$ cat src/rtl/div_unit_pkg.sv
// Shared types and constants for the integer divider slice.
// Holds the reset/enable/data types used on the HI/LO write port, the divider
// state encoding, and the signedness selector constants.
package div_unit_pkg;

  localparam int DATA_W = 32;

  typedef logic reset_status_t;
  localparam reset_status_t RST_ENABLE  = 1'b1;
  localparam reset_status_t RST_DISABLE = 1'b0;

  typedef logic reg_en_t;
  localparam reg_en_t REG_ENABLE  = 1'b1;
  localparam reg_en_t REG_DISABLE = 1'b0;

  typedef logic [DATA_W-1:0] reg_data_t;

  // One quotient bit is retired per cycle, so the iteration count equals the data width.
  localparam int DIV_CYCLES = DATA_W;

  localparam logic DIV_SIGNED   = 1'b1;
  localparam logic DIV_UNSIGNED = 1'b0;

  typedef enum logic [1:0] {
    DIV_IDLE,
    DIV_BY_ZERO,
    DIV_ON,
    DIV_END
  } div_state_t;

endpackage

$ cat src/rtl/div_unit_if.sv
// Issue/result bundle between the EX stage and the divider.
// master: EX side (drives start/signedness/annul/operands, observes busy and
//         the HI/LO write port).
// slave : divider side (the opposite directions).
interface div_unit_if;
  import div_unit_pkg::*;

  logic      start_i;
  logic      signed_i;
  logic      annul_i;
  reg_data_t dividend_i;
  reg_data_t divisor_i;
  logic      busy_o;
  reg_en_t   hilo_write_en_o;
  reg_data_t hi_data_o;
  reg_data_t lo_data_o;

  modport master (
    output start_i, signed_i, annul_i, dividend_i, divisor_i,
    input  busy_o, hilo_write_en_o, hi_data_o, lo_data_o
  );

  modport slave (
    input  start_i, signed_i, annul_i, dividend_i, divisor_i,
    output busy_o, hilo_write_en_o, hi_data_o, lo_data_o
  );

endinterface

$ cat src/rtl/div_unit_step.sv
// div_step: one combinational iteration of restoring radix-2 division.
// Ports:
//   part_rem_i : shifted partial remainder (WIDTH+1 bits, so an unsigned
//                divisor with bit WIDTH-1 set still compares correctly)
//   divisor_i  : divisor magnitude
//   next_rem_o : partial remainder after the trial subtraction
//   quo_bit_o  : quotient bit produced by this iteration
module div_step #(
  parameter int WIDTH = 32
) (
  input  logic [WIDTH:0]   part_rem_i,
  input  logic [WIDTH-1:0] divisor_i,
  output logic [WIDTH-1:0] next_rem_o,
  output logic             quo_bit_o
);

  // The result is always strictly below the divisor, so WIDTH bits hold it.
  always_comb begin
    quo_bit_o  = (part_rem_i >= {1'b0, divisor_i});
    next_rem_o = quo_bit_o ? WIDTH'(part_rem_i - {1'b0, divisor_i})
                           : part_rem_i[WIDTH-1:0];
  end

endmodule

$ cat src/rtl/div_unit.sv
// div_unit: multi-cycle DIV/DIVU unit, writer of the HI/LO register pair.
// Ports:
//   clk : system clock
//   rst : synchronous active-high reset (RST_ENABLE clears the block)
//   bus : div_unit_if.slave
//         start_i/signed_i/annul_i/dividend_i/divisor_i from EX,
//         busy_o stalls EX, hilo_write_en_o is a one-cycle pulse carrying
//         hi_data_o (remainder) and lo_data_o (quotient).
module div_unit
  import div_unit_pkg::*;
#(
  parameter int WIDTH = DATA_W
) (
  input  logic          clk,
  input  reset_status_t rst,
  div_unit_if.slave     bus
);

  localparam int CNT_W = $clog2(WIDTH + 1);

  div_state_t       state, state_nxt;
  logic             accept;
  logic             busy;
  reg_en_t          wr_en;

  logic [CNT_W-1:0] cnt;
  logic [WIDTH-1:0] rem_q;
  logic [WIDTH-1:0] quo_q;
  logic [WIDTH-1:0] dvs_q;
  logic             neg_quo_q;
  logic             neg_rem_q;
  logic             by_zero_q;
  reg_data_t        hi_q, lo_q;

  logic [WIDTH-1:0] step_rem;
  logic             step_bit;
  reg_data_t        res_hi, res_lo;

  function automatic logic [WIDTH-1:0] magnitude(input logic signed [WIDTH-1:0] v,
                                                 input logic is_signed);
    // The most negative value maps onto itself, which reads correctly as an
    // unsigned magnitude.
    return (is_signed && v[WIDTH-1]) ? $unsigned(-v) : $unsigned(v);
  endfunction

  function automatic logic [WIDTH-1:0] apply_sign(input logic [WIDTH-1:0] v,
                                                  input logic neg);
    return neg ? -v : v;
  endfunction

  // In the quotient register the dividend bits are shifted out MSB first
  // while quotient bits are shifted in at the bottom.
  div_step #(.WIDTH(WIDTH)) u_step (
    .part_rem_i ({rem_q, quo_q[WIDTH-1]}),
    .divisor_i  (dvs_q),
    .next_rem_o (step_rem),
    .quo_bit_o  (step_bit)
  );

  always_ff @(posedge clk) begin
    if (rst == RST_ENABLE) begin
      state <= DIV_IDLE;
    end else begin
      state <= state_nxt;
    end
  end

  always_comb begin
    state_nxt = state;
    accept    = 1'b0;
    busy      = 1'b1;
    wr_en     = REG_DISABLE;
    case (state)
      DIV_IDLE: begin
        busy = 1'b0;
        if (bus.start_i && !bus.annul_i) begin
          accept    = 1'b1;
          state_nxt = (bus.divisor_i == '0) ? DIV_BY_ZERO : DIV_ON;
        end
      end
      DIV_BY_ZERO: state_nxt = bus.annul_i ? DIV_IDLE : DIV_END;
      DIV_ON: begin
        if (bus.annul_i) begin
          state_nxt = DIV_IDLE;
        end else if (cnt == CNT_W'(DIV_CYCLES)) begin
          state_nxt = DIV_END;
        end
      end
      DIV_END: begin
        state_nxt = DIV_IDLE;
        // Flush arriving in the write cycle still kills the write.
        if (!bus.annul_i) begin
          wr_en = REG_ENABLE;
        end
      end
      default: state_nxt = DIV_IDLE;
    endcase
  end

  always_comb begin
    if (by_zero_q) begin
      res_lo = '1;
      res_hi = quo_q;
    end else begin
      res_lo = apply_sign(quo_q, neg_quo_q);
      res_hi = apply_sign(rem_q, neg_rem_q);
    end
  end

  always_ff @(posedge clk) begin
    if (rst == RST_ENABLE) begin
      cnt       <= '0;
      rem_q     <= '0;
      quo_q     <= '0;
      dvs_q     <= '0;
      neg_quo_q <= 1'b0;
      neg_rem_q <= 1'b0;
      by_zero_q <= 1'b0;
      hi_q      <= '0;
      lo_q      <= '0;
    end else begin
      if (accept) begin
        cnt       <= '0;
        rem_q     <= '0;
        dvs_q     <= magnitude(bus.divisor_i, bus.signed_i);
        by_zero_q <= (bus.divisor_i == '0);
        // Divide by zero returns the dividend exactly as issued.
        quo_q     <= (bus.divisor_i == '0) ? bus.dividend_i
                                           : magnitude(bus.dividend_i, bus.signed_i);
        neg_quo_q <= bus.signed_i & (bus.dividend_i[WIDTH-1] ^ bus.divisor_i[WIDTH-1]);
        neg_rem_q <= bus.signed_i & bus.dividend_i[WIDTH-1];
      end else if (state == DIV_ON && cnt != CNT_W'(DIV_CYCLES)) begin
        rem_q <= step_rem;
        quo_q <= {quo_q[WIDTH-2:0], step_bit};
        cnt   <= cnt + CNT_W'(1);
      end
      if (wr_en == REG_ENABLE) begin
        hi_q <= res_hi;
        lo_q <= res_lo;
      end
    end
  end

  assign bus.busy_o          = busy;
  assign bus.hilo_write_en_o = wr_en;
  assign bus.hi_data_o       = (wr_en == REG_ENABLE) ? res_hi : hi_q;
  assign bus.lo_data_o       = (wr_en == REG_ENABLE) ? res_lo : lo_q;

endmodule

$ cat src/flat_wrapper.sv
// flat-port wrapper written by rule: the top's interface ports become plain ports
module div_unit_flat import div_unit_pkg::*;
#(
  parameter int WIDTH = DATA_W
)
  (clk, rst, bus_start_i, bus_signed_i, bus_annul_i, bus_dividend_i, bus_divisor_i, bus_busy_o, bus_hilo_write_en_o, bus_hi_data_o, bus_lo_data_o);
  div_unit_if bus_i ();
  input  logic clk;
  input  reset_status_t rst;
  input wire logic [$bits(bus_i.start_i)-1:0] bus_start_i;
  input wire logic [$bits(bus_i.signed_i)-1:0] bus_signed_i;
  input wire logic [$bits(bus_i.annul_i)-1:0] bus_annul_i;
  input wire logic [$bits(bus_i.dividend_i)-1:0] bus_dividend_i;
  input wire logic [$bits(bus_i.divisor_i)-1:0] bus_divisor_i;
  output wire logic [$bits(bus_i.busy_o)-1:0] bus_busy_o;
  output wire logic [$bits(bus_i.hilo_write_en_o)-1:0] bus_hilo_write_en_o;
  output wire logic [$bits(bus_i.hi_data_o)-1:0] bus_hi_data_o;
  output wire logic [$bits(bus_i.lo_data_o)-1:0] bus_lo_data_o;
  assign bus_i.start_i = bus_start_i;
  assign bus_i.signed_i = bus_signed_i;
  assign bus_i.annul_i = bus_annul_i;
  assign bus_i.dividend_i = bus_dividend_i;
  assign bus_i.divisor_i = bus_divisor_i;
  assign bus_busy_o = bus_i.busy_o;
  assign bus_hilo_write_en_o = bus_i.hilo_write_en_o;
  assign bus_hi_data_o = bus_i.hi_data_o;
  assign bus_lo_data_o = bus_i.lo_data_o;
  div_unit #(.WIDTH(WIDTH)) u_core (.clk(clk), .rst(rst), .bus(bus_i));
endmodule
$ cat config.mk
export PLATFORM = sky130hd
export DESIGN_NAME = div_unit_flat
export DESIGN_NICKNAME = d
export VERILOG_FILES = /design/src/rtl/div_unit_pkg.sv /design/src/rtl/div_unit_if.sv /design/src/rtl/div_unit_step.sv /design/src/rtl/div_unit.sv /design/src/flat_wrapper.sv
export SDC_FILE = /design/constraint.sdc
export NUM_CORES = 1
export LEC_CHECK = 0
export CORE_ASPECT_RATIO = 0.5
export CORE_MARGIN = 5
export CORE_UTILIZATION = 30
export DETAILED_ROUTE_END_ITERATION = 16
export GPL_ROUTABILITY_DRIVEN = 0
export GPL_TIMING_DRIVEN = 0
export SETUP_SLACK_MARGIN = 0.4
export SLEW_MARGIN = 20
export SYNTH_ARGS = -nofsm -noshare
export SYNTH_HDL_FRONTEND = slang
export SYNTH_HIERARCHICAL = 1
export SYNTH_SLANG_ARGS = --single-unit
$ cat constraint.sdc
create_clock -name clk -period 7.6 [get_ports clk]
set_input_delay 1.14 -clock clk [delete_from_list [all_inputs] [get_ports clk]]
set_output_delay 1.14 -clock clk [all_outputs]
set_load 0.02 [all_outputs]
---- Yosys cells after proc, flatten, opt, wreduce, memory -nomap -nowiden ----
Index checks and enable logic that the tools add are counted.
cells by class
  add/sub/neg operators ................... 6
  $lt $le $gt $ge ......................... 1
  equality and inequality tests ........... 7
  multiplexer cells ....................... 23
  bitwise operators ....................... 3
  reduce and logical (&&, ||, !) cells .... 10
operators by type and width
  operator                                              count
  2-to-1 mux 32 bit                                     12
  negation 32 bit                                       4
  >= comparator 33 x 32 -> 1 bit                        1
  zero test 32 bit                                      1
  subtractor 32 bit                                     1
  2-to-1 mux 2 bit                                      5
  one-hot mux 2 bit (4 select lines)                    1
  adder 6 x 1 -> 6 bit (second input constant)          1
  equality test 6 bit (second input constant)           1
  != test 6 bit (second input constant)                 1
  2-to-1 mux 1 bit                                      5
  equality test 2 bit (second input constant)           2
  logical AND 1 bit                                     4
  != test 3 x 2 -> 1 bit (second input constant)        1
  bitwise AND 1 bit                                     2
  equality test 2 x 1 -> 1 bit (second input constant)  1
  zero test 2 bit                                       1
  != test 2 x 1 -> 1 bit (second input constant)        1
  AND reduction 2 bit                                   1
  nonzero test 2 bit                                    1
  OR reduction 2 bit                                    1
  zero test 1 bit                                       1
  XOR 1 bit                                             1
word-level totals
  flip-flop bits (word level) ............. 171
  bits of input ports ..................... 69
  output and inout bits ................... 66

---- Depth between registers and ports, before layout ----
Gate-level depths: netlist of the first run.
  depth after elaboration ................. 5
  gate-level depth with buffers ........... 14

---- Cells and area by module ----
The synthesis of the first run kept the hierarchy.
modules (own cells, without submodules)
  module    times used  cells each  area each (µm²)  sequential area each (µm²)
  div_unit  1           1376        10377.5          3423.3
  div_step  1           348         2309.7           0.0

---- Worst setup path after synthesis of the first run ----
Ideal clock, no wire load.
  path type ............................... reg-to-output
  start ................................... register u_core.rem_q[0]
  end ..................................... output port bus_hi_data_o[30]
  arrival ................................. 2608 ps
  data required time ...................... 6460 ps
  setup slack ............................. 3852 ps
  cell stages (with the launch flop) ...... 9
  buffers on the path ..................... 1
  cells stage by stage .................... dfxtp_1 inv_1 ha_1 or3b_2 clkbuf_1 or4_1 or4b_1 a221oi_1 nor3_1
on the way
  word-level cells in the longest chain between the ends .. 4
RTL lines
  what                    line                source
  from (decl)             div_unit.sv:27      logic [WIDTH-1:0] rem_q;
  from (signal assigned)  div_unit.sv:133     rem_q <= step_rem;
  negation 32 bit         div_unit.sv:48      return neg ? -v : v;
  2-to-1 mux 32 bit       div_unit.sv:48
  2-to-1 mux 32 bit       div_unit.sv:101     if (by_zero_q) begin
  2-to-1 mux 32 bit       div_unit.sv:146     assign bus.hi_data_o = (wr_en == REG_ENABLE) ? res_hi : hi_q;
  to (decl)               flat_wrapper.sv:17  output wire logic [$bits(bus_i.hi_data_o)-1:0] bus_hi_data_o;
No other way between the ends.

---- Worst setup path after layout of the first run ----
  start ................................... input port bus_annul_i
  end ..................................... output port bus_lo_data_o[28]
on the way
  word-level cells in the longest chain between the ends .. 3
RTL lines
  what               line                source
  from (decl)        flat_wrapper.sv:12  input wire logic [$bits(bus_i.annul_i)-1:0] bus_annul_i;
  2-to-1 mux 1 bit   div_unit.sv:92      if (!bus.annul_i) begin
  2-to-1 mux 1 bit   div_unit.sv:73      case (state)
  2-to-1 mux 32 bit  div_unit.sv:147     assign bus.lo_data_o = (wr_en == REG_ENABLE) ? res_lo : lo_q;
  to (decl)          flat_wrapper.sv:18  output wire logic [$bits(bus_i.lo_data_o)-1:0] bus_lo_data_o;
No other way between the ends.

==> impl_metrics.json, run 1 <==
{
  "viasPerCell": 5.60,
  "cp.required_ns": 6.46,
  "period_share_pct": 72.5,
  "yosys-top-cells-area": "dfxtp_1, a21oi_1, nand2_1",
  "die-area_mm2": 0.0468,
  "fillers": 4518,
  "maxCapViolations": 0,
  "ctsHoldBuffers": 0,
  "hold_violations": 0,
  "worstPathMaxFanout": 10,
  "grt_util_all_layers_pct": 20.2,
  "regToRegStartpoint": "u_core/quo_q[31]$_SDFFE_PP0P_",
  "dp_cells": 2434,
  "syn_nets": 1836,
  "min_period_ns": 5.51,
  "nets": 1988,
  "portBuffers": 133,
  "netlist_area_mm2": 0.0127,
  "wl_met2_mm": 22.4,
  "grt_max_degree": 17,
  "yosysUniqueCellTypes": 82,
  "vdd_drop_max_mv": 0.324,
  "syn_inst": 1724,
  "post-dp-hpwl_mm": 38.2,
  "htreeDepth": 4,
  "area_delta_synth_final_pct": 21.5,
  "critical_path.startpoint": "bus_annul_i",
  "clkSinkCount": 171,
  "criticalPathCategory": "input port to output port",
  "synth_flop_cell": "dfxtp_1",
  "yosys_warnings": 6,
  "hold_path.class": "register to register",
  "top_layer_used": "met5",
  "rrSetupSlack_ns": 3.95,
  "pin_count": 135,
  "status": "finished clean",
  "worst_setup_path_end_kind": "output port",
  "finalWirelength_mm": 49.3,
  "drive_gt1_share_pct": 5.56,
  "ys_async_sr_fraction_pct": 0,
  "maxSlewViolCount": 0,
  "tritoncts": "built",
  "cts_buffers": 17,
  "clkSlewWorstSetupHoldPaths_ns": 0.06,
  "rsz0062_at_grt": "false",
  "yosysMostFrequentCell": "nand2_1",
  "tightest_slew_ns": 0.969,
  "cts_root_buf": "clkbuf_16",
  "hold_start": "u_core/dvs_q[19]$_SDFFE_PP0P_",
  "core_mm2": 0.0419,
  "drc": 0,
  "wl_met1_mm": 21.4,
  "clock.fmax_mhz": 181,
  "setup-tns-final_ns": 0,
  "synth_enable_flop_cells": 0,
  "antenna_found_initial": 3,
  "avgSynthCellArea_um2": 7.36,
  "rows": 53,
  "wl_per_cell_um": 20.0,
  "grt_pass1_vias": 12798,
  "drt_iter0_markers": 1382,
  "vias": 13800,
  "die_h_um": 155,
  "wl_met3_mm": 3.68,
  "holdWs_ns": 0.457,
  "synthTopCellsByCount": "nand2_1, dfxtp_1, a21oi_1, nor2_1, clkbuf_1",
  "chipWidth_um": 301,
  "synth_largest_area_cell": "dfxtp_1",
  "setup_violations": 0,
  "powerDensity_mw_per_mm2": 405,
  "grt_pass1_wl_mm": 74.4,
  "whs_path_depth": 2,
  "ff2ff_path_depth": 13,
  "r2r_end": "u_core/rem_q[28]$_SDFFE_PP0P_",
  "clk_latency_ns": 0.46,
  "max-slew-margin-rel_pct": 34.9,
  "post_cts_resized": 0,
  "first_pass_iters": 6,
  "finClkSkew_ns": 0.0100,
  "cts_buffer_depth": 2,
  "p_leak_nw": 5.47,
  "arrival_ns": 4.37,
  "antenna-diode-count": 0,
  "holdPathEnd": "u_core/dvs_q[19]$_SDFFE_PP0P_",
  "start_kind": "input port",
  "synth-seq-cells": 171,
  "ant_nets": 0,
  "yosysSeqAreaShare_pct": 27.0,
  "instances_no_fill": 2466,
  "cts_setup_buffers": 0,
  "synth_top_cell_area_share_pct": 27.0,
  "start_util_pct": 30.3,
  "gr-total-overflow": 0
}
-- through the flow --
step	area, um2	power, W	utilization, %	worst slack (ns)
floorplan	12700	0.00405	-	3.85
global placement	14700	0.00512	35.2	2.16
detailed placement	14700	0.00512	35.2	2.17
CTS	15400	0.00615	36.8	2.16
global route	15400	0.00665	36.8	2.03
finish	15400	0.00624	36.8	2.09
-- worst max-delay path, cell delays in order --
cell,delay (ns)
clkdlybuf4s50_1,0.54
nand2b_1,0.35
clkinv_1,0.35
nand2b_1,0.23
clkbuf_1,0.48
o32ai_1,0.16
a21o_1,0.20
nor2_1,0.24
clkdlybuf4s50_1,0.68
-- cells by family after synthesis --
kind of cell,synth area share [%]
AND/OR/NAND/NOR,25.9
AO/OA/AOI/OAI,26.4
buffers and inverters,6.79
flip-flops,27.0
XOR/XNOR,6.63
adder cells (fa/ha/maj),4.30
multiplexers,2.99
-- worst max-delay path by stage --
| stage | to | depth (start not counted) | slack [ns] |
|---|---|---|---|
| 2_1_floorplan | bus_hi_data_o[30] | 8 | 3.85 |
| 3_3_place_gp | bus_lo_data_o[28] | 9 | 2.16 |
| 3_5_place_dp | bus_lo_data_o[28] | 9 | 2.17 |
| 4_1_cts | bus_lo_data_o[28] | 9 | 2.16 |
| 5_1_grt | bus_lo_data_o[28] | 9 | 2.03 |
| 6_report | bus_lo_data_o[28] | 9 | 2.09 |
-- final cells by class --
type                    count  area, um2  area share (%)
multi-input cells        1343       8400            54.5
repair buffers            133       1330            8.63
plain buffers             138        592            3.84
flip-flops and latches    171       3420            22.2
clock inverters            13        225            1.46
inverters                  72        270            1.75
well taps                 577        722            4.68
clock buffers              19        453            2.94
-- power breakdown --
group | switching (W) | total [W] | leakage (nW) | internal, W
sequential | 0.000248 | 0.00129 | 1.39 | 0.00104
clock | 0.000411 | 0.00102 | 0.333 | 0.000611
combinational | 0.00237 | 0.00393 | 3.75 | 0.00155
-- per-layer routing --
| metal | global-route usage (%) | up-vias |
|---|---|---|
| met3 | 3.89 | 108 |
| met4 | 7.26 | 2 |
| li1 | - | 6588 |
| met2 | 33.1 | 536 |
| met1 | 26.6 | 6566 |
| met5 | 0 | - |
-- cells in the final DEF (no fill, tap or decap), drive strengths merged, types with 7 or more instances in the layout --
master / instances
ha: 42
nor4: 27
a31o: 19
nand3b: 8
a21o: 18
clkbuf: 126
mux2i: 21
a211o: 7
o21ai: 72
nor2b: 28
a31oi: 41
or2: 10
inv: 77
a311oi: 7
nand2: 212
o22ai: 13
xor2: 41
dfxtp: 171
nor3: 44
o41ai: 23
nand2b: 13
nor2: 144
clkdlybuf4s50: 133
a21oi: 163
buf: 31
nand3: 28
a211oi: 62
nand4: 22
o31ai: 24
or3: 46
xnor2: 55
o21a: 7
and3: 20
or4: 29
mux2: 15
-- sequential cells by signal, indices dropped and copies added (netlist names) --
register          count
u_core/dvs_q         32
u_core/hi_q          32
u_core/lo_q          32
u_core/quo_q         32
u_core/rem_q         32
u_core/cnt            6
u_core/state          2
u_core/by_zero_q      1
u_core/neg_quo_q      1
u_core/neg_rem_q      1
Note: power is estimated with default switching activity, not from simulation.
==> run 2: changes to the inputs <==
==> constraint.sdc (replaced) <==
create_clock -name clk -period 5.35 [get_ports clk]
set_input_delay 0.8025 -clock clk [delete_from_list [all_inputs] [get_ports clk]]
set_output_delay 0.8025 -clock clk [all_outputs]
set_load 0.02 [all_outputs]
==> results of run 2 <==
The final DEF is identical to that of run 1. Status: finished clean.
Among the figures that moved: setup slack after placement 2.17 ns -> 0.592 ns; setup slack after layout 2.09 ns -> 0.513 ns; register-to-register setup slack 3.95 ns -> 1.70 ns; total power 0.00624 W -> 0.00887 W; worst IR drop on VDD 0.324 mV -> 0.460 mV
